$ cat src/rtl/shot_tracer.sv
// Projectile tracer: launches from the launcher column, steps one row every STEP_DIV cycles, reflects off the side walls.
// Latency: the launch is visible on the edge that samples fire; flight lasts (GRID_H-1)*STEP_DIV cycles, then a 1-cycle done pulse.
// Backpressure: none; fire is only accepted in IDLE and is otherwise ignored, with no queuing.
module shot_tracer #(
    parameter int STEP_DIV = 4,
    parameter int GRID_H   = 16
) (
    input  logic       clk,
    input  logic       reset,
    input  logic       fire,
    input  logic [4:0] x_pos,
    input  logic [2:0] aim_pos,
    output logic [4:0] shot_x,
    output logic [3:0] shot_y,
    output logic       shot_active,
    output logic       shot_done,
    output logic [2:0] bounce_cnt
);

    localparam int             CW       = (STEP_DIV > 1) ? $clog2(STEP_DIV) : 1;
    localparam logic [CW-1:0]  CNT_LAST = CW'(STEP_DIV - 1);
    localparam logic [3:0]     Y_LAST   = 4'(GRID_H - 1);

    typedef enum logic [1:0] {
        IDLE   = 2'd0,
        FLIGHT = 2'd1,
        DONE   = 2'd2
    } state_t;

    state_t             state_q, state_d;
    logic [CW-1:0]      cnt_q, cnt_d;
    logic signed [2:0]  dx_q, dx_d;
    logic [4:0]         x_d;
    logic [3:0]         y_d;
    logic [2:0]         b_d;
    logic signed [6:0]  nx;
    logic [2:0]         aim_c;
    logic [3:0]         y_inc;

    // Next-state and next-datapath values; every step and the launch are decided here.
    always_comb begin
        state_d = state_q;
        cnt_d   = cnt_q;
        dx_d    = dx_q;
        x_d     = shot_x;
        y_d     = shot_y;
        b_d     = bounce_cnt;
        // 7-bit signed so that both under- and overflow of the 0..31 field are representable.
        nx      = $signed({2'b00, shot_x}) + $signed({{4{dx_q[2]}}, dx_q});
        // Aim 7 would give dx=+4; it is folded onto 6 so the slope stays symmetric.
        aim_c   = (aim_pos == 3'd7) ? 3'd6 : aim_pos;
        y_inc   = shot_y + 4'd1;

        case (state_q)
            IDLE: begin
                if (fire) begin
                    x_d     = x_pos;
                    y_d     = 4'd0;
                    b_d     = 3'd0;
                    cnt_d   = '0;
                    dx_d    = aim_c - 3'd3;
                    state_d = FLIGHT;
                end
            end
            FLIGHT: begin
                if (cnt_q == CNT_LAST) begin
                    cnt_d = '0;
                    y_d   = y_inc;
                    if (nx > 7'sd31) begin
                        x_d  = 5'(7'sd62 - nx);
                        dx_d = -dx_q;
                        b_d  = (bounce_cnt == 3'd7) ? 3'd7 : bounce_cnt + 3'd1;
                    end else if (nx < 7'sd0) begin
                        x_d  = 5'(-nx);
                        dx_d = -dx_q;
                        b_d  = (bounce_cnt == 3'd7) ? 3'd7 : bounce_cnt + 3'd1;
                    end else begin
                        x_d = nx[4:0];
                    end
                    if (y_inc == Y_LAST) begin
                        state_d = DONE;
                    end
                end else begin
                    cnt_d = cnt_q + 1'b1;
                end
            end
            DONE: begin
                state_d = IDLE;
            end
            default: begin
                state_d = IDLE;
            end
        endcase
    end

    // FSM state register; reset aborts any flight in progress.
    always_ff @(posedge clk or negedge reset) begin
        if (!reset) begin
            state_q <= IDLE;
        end else begin
            state_q <= state_d;
        end
    end

    // Registered datapath and status flags, derived from the next state so they align with it.
    always_ff @(posedge clk or negedge reset) begin
        if (!reset) begin
            cnt_q       <= '0;
            dx_q        <= 3'sd0;
            shot_x      <= 5'd0;
            shot_y      <= 4'd0;
            bounce_cnt  <= 3'd0;
            shot_active <= 1'b0;
            shot_done   <= 1'b0;
        end else begin
            cnt_q       <= cnt_d;
            dx_q        <= dx_d;
            shot_x      <= x_d;
            shot_y      <= y_d;
            bounce_cnt  <= b_d;
            shot_active <= (state_d == FLIGHT);
            shot_done   <= (state_d == DONE);
        end
    end

endmodule

$ cat config.mk
export PLATFORM = sky130hd
export DESIGN_NAME = shot_tracer
export DESIGN_NICKNAME = d
export VERILOG_FILES = /design/src/rtl/shot_tracer.sv
export SDC_FILE = /design/constraint.sdc
export NUM_CORES = 1
export LEC_CHECK = 0
export BUFFER_PORTS_ARGS = -buffer_cell sky130_fd_sc_hd__buf_2
export CAP_MARGIN = 10
export CORE_ASPECT_RATIO = 1.2
export CORE_UTILIZATION = 55
export CTS_BUF_LIST = sky130_fd_sc_hd__clkbuf_4
export DETAILED_ROUTE_END_ITERATION = 8
export PLACE_DENSITY = 0.78
export SYNTH_ARGS = -nofsm -noshare
export SYNTH_HDL_FRONTEND = slang
export SYNTH_SLANG_ARGS = --single-unit
$ cat constraint.sdc
create_clock -name clk -period 3.19 [get_ports clk]
set_input_delay 0.319 -clock clk [delete_from_list [all_inputs] [get_ports clk]]
set_output_delay 0.319 -clock clk [all_outputs]
set_load 0.05 [all_outputs]
==> flow_summary_export.csv <==
group,metric,value,unit
worst_setup_path,worstPathArrival,2.87,ns
timing,hold_viol,0,
clock_network,cts-resized-gates,0,
logic_synthesis,syn-num-nets,193,
clock_network,cts.clk_slew.worst_paths,0.12,ns
timing,finalWorstPathRequiredPeriod,2.65,ns
worst_setup_path,critPathBufInv,0,
timing,setup_tns,0,ns
die,die_area,0.00303,mm²
logic_synthesis,synth_seq_cells,21,
die,ios,25,
worst_setup_path,worstPathRequired,3.41,ns
logic_synthesis,yosysSeqAreaShare,0.339,
logic_synthesis,synth_edf_count,0,
route,viasPerCell,5.86,
timing,clock.fmax,377,MHz
clock_network,clockBufferDepth,2,
global_route,grt_max_degree,22,
worst_setup_path,startpoint_type,"register",
clock_network,cts_sinks,21,
die,initial_core_util,0.595,
clock_network,root_buffer,"clkbuf_4",
timing,slew_violations,0,
die,std_cell_rows,20,
timing,tightest_slew,0.778,ns
logic_synthesis,yosys_most_used_dff,"dfrtp_1",
global_route,grt_pass1_vias,1244,
route,routedWlPerCell,14.3,µm
worst_setup_path,worst-path-max-fanout,6,
timing,period_share,0.832,
finish,stdcell_count,224,
worst_setup_path,slowest_stage,"dfrtp_1",
place,port-buffer-count,24,
die,chipWidth,50.4,µm
place,dp_hpwl,2.49,mm
global_route,antenna_found_initial,0,
timing,rsz0062_at_grt,"false",
route,ant_nets,0,
timing,setup_viol,0,
route,drc,0,
worst_setup_path,worst_setup_path_end_kind,"register",
timing,clock_skew,0.00235,ns
clock_network,cts_inserted_buffers,3,
flow_run,cap_violations,0,
worst_setup_path,crit_family,"compound AO/OA/AOI/OAI gates",
finish,area_delta_synth_final,11.3,%
route,drt-pass1-iter-count,5,
global_route,grtUsageTotal,0.235,
global_route,grt_pass1_wl,5.28,mm
route,routed_wl,3.20,mm
global_route,overflow,0,
die,core-area,0.00260,mm²
logic_synthesis,avgSynthCellArea,9.33,µm²
finish,num_antenna_cells,0,
logic_synthesis,netlist_area,0.00155,mm²
worst_setup_path,path_class,"reg -> reg",
clock_network,tritoncts,"yes",
timing,max-slew-margin-rel,0.481,
clock_network,clock_latency,0.32,ns
die,dieHeight,60.1,µm
place,place_congestion,0.861,
route,num_vias,1313,
logic_synthesis,syn_inst,166,
finish,fin_nets,219,
place,dp_cells,219,
clock_network,htreeDepth,1,
logic_synthesis,synth.distinct_cells,52,
finish,final_common_cell,"buf_2",
route,drtIter0Drc,23,
hold_path,worstHoldPathType,"in -> reg",
logic_synthesis,ys_warn_count,0,
finish,layout_common_cells,"24 x buf_2, 21 x dfrtp_1, 16 x nand2_1, 16 x nor2_1, 15 x ha_1",
finish,final_layout_size_suffix_gt1_frac,0.204,
logic_synthesis,synth_async_sr_flop_share,1.00,
worst_setup_path,worstPathCellList,"ha_1 > a211oi_2 > nor2_1 > xor2_1 > a41o_1 > a21oi_2 > xnor2_1 > a221o_1",
worst_setup_path,cpPeakStageDelay,0.48,ns
status,status,"completed",
## stage by stage
stage	hold slack [ns]	setup slack, ns	area [µm²]	utilization
after global routing	0.255	0.331	1720	0.663
after detailed placement	0.307	0.555	1690	0.648
after global placement	0.297	0.619	1690	0.648
after floorplan	0.0234	0.346	1550	-
after CTS	0.253	0.517	1720	0.663
final	0.251	0.536	1720	0.663
## worst reg2reg max path, delay by kind of cell (launching register included)
kind,cells,cell delay (ns)
simple gates,1,0.09
compound gates,4,1.11
fa+ha+maj,1,0.34
flops,1,0.48
xor+xnor,2,0.54
## per-layer routing
metal / wire length, µm / global-route usage
met2: 1660 / 0.427
met1: 1410 / 0.283
met3: 78 / 0.0229
met5: 0 / 0
met4: 50 / 0.0992
## kinds of logic after synthesis
logic type	count (synthesis)	synth area share
and+or+nand+nor	57	0.179
AOI/OAI and AO/OA	46	0.239
DFF	21	0.339
buffers and inverters	16	0.0493
adders and majority gates	16	0.134
xor gates and xnor gates	7	0.0396
muxes	3	0.0194
## state kept, by name, indices dropped and copies added (netlist names)
signal and cells:
shot_x 5, shot_y 4, bounce_cnt 3, dx_q 3, cnt_q 2, state_q 2
shot_active 1, shot_done 1
## cell type report
| class | count | area (µm²) |
|---|---|---|
| clock inverters | 1 | 5.00 |
| clock buffers | 3 | 22.5 |
| repair buffers | 27 | 145 |
| multi-input cells | 129 | 947 |
| well taps | 33 | 41.3 |
| fillers | 218 | 878 |
| flip-flops and latches | 21 | 526 |
| inverters | 10 | 37.5 |
## what timing repair did
item | 4_1_cts | 5_1_grt
setup buffers | 0 | 0
hold buffers | 1 | 0
hold endpoints to repair | 21 | 0
setup endpoints to repair | 0 | 0
## worst paths after layout
kind	start	end	slack, ns	cells past startpoint
max in group asynchronous	reset	bounce_cnt[0]$_DFFE_PN0P_	2.40	2
min reg2reg	cnt_q[0]$_DFFE_PN0P_	cnt_q[0]$_DFFE_PN0P_	0.52	1
max	shot_x[1]$_DFFE_PN0P_	shot_x[4]$_DFFE_PN0P_	0.54	8
max reg2reg	shot_x[1]$_DFFE_PN0P_	shot_x[4]$_DFFE_PN0P_	0.54	8
min in group asynchronous	reset	shot_x[3]$_DFFE_PN0P_	0.47	2
min	x_pos[0]	shot_x[0]$_DFFE_PN0P_	0.25	3
## cell usage after synthesis, types with 2 or more instances
cell type / n / share of area
a211oi_1: 2 / 0.0097
a21oi_1: 8 / 0.026
a22o_1: 2 / 0.011
a31oi_1: 3 / 0.012
a41oi_1: 3 / 0.017
buf_6: 2 / 0.015
clkbuf_1: 3 / 0.0073
dfrtp_1: 21 / 0.34
ha_1: 15 / 0.12
inv_1: 10 / 0.024
mux2i_1: 3 / 0.019
nand2_1: 16 / 0.039
nand3_1: 5 / 0.016
nor2_1: 16 / 0.039
nor2b_1: 3 / 0.012
nor3_1: 2 / 0.0065
nor3b_1: 2 / 0.0097
nor4_1: 2 / 0.0081
o21ai_0: 7 / 0.023
o31ai_1: 4 / 0.019
xnor2_1: 5 / 0.028
xor2_1: 2 / 0.011
Power is not shown: default switching activity piles up to over one toggle a cycle in this logic, so the estimate is an artifact.
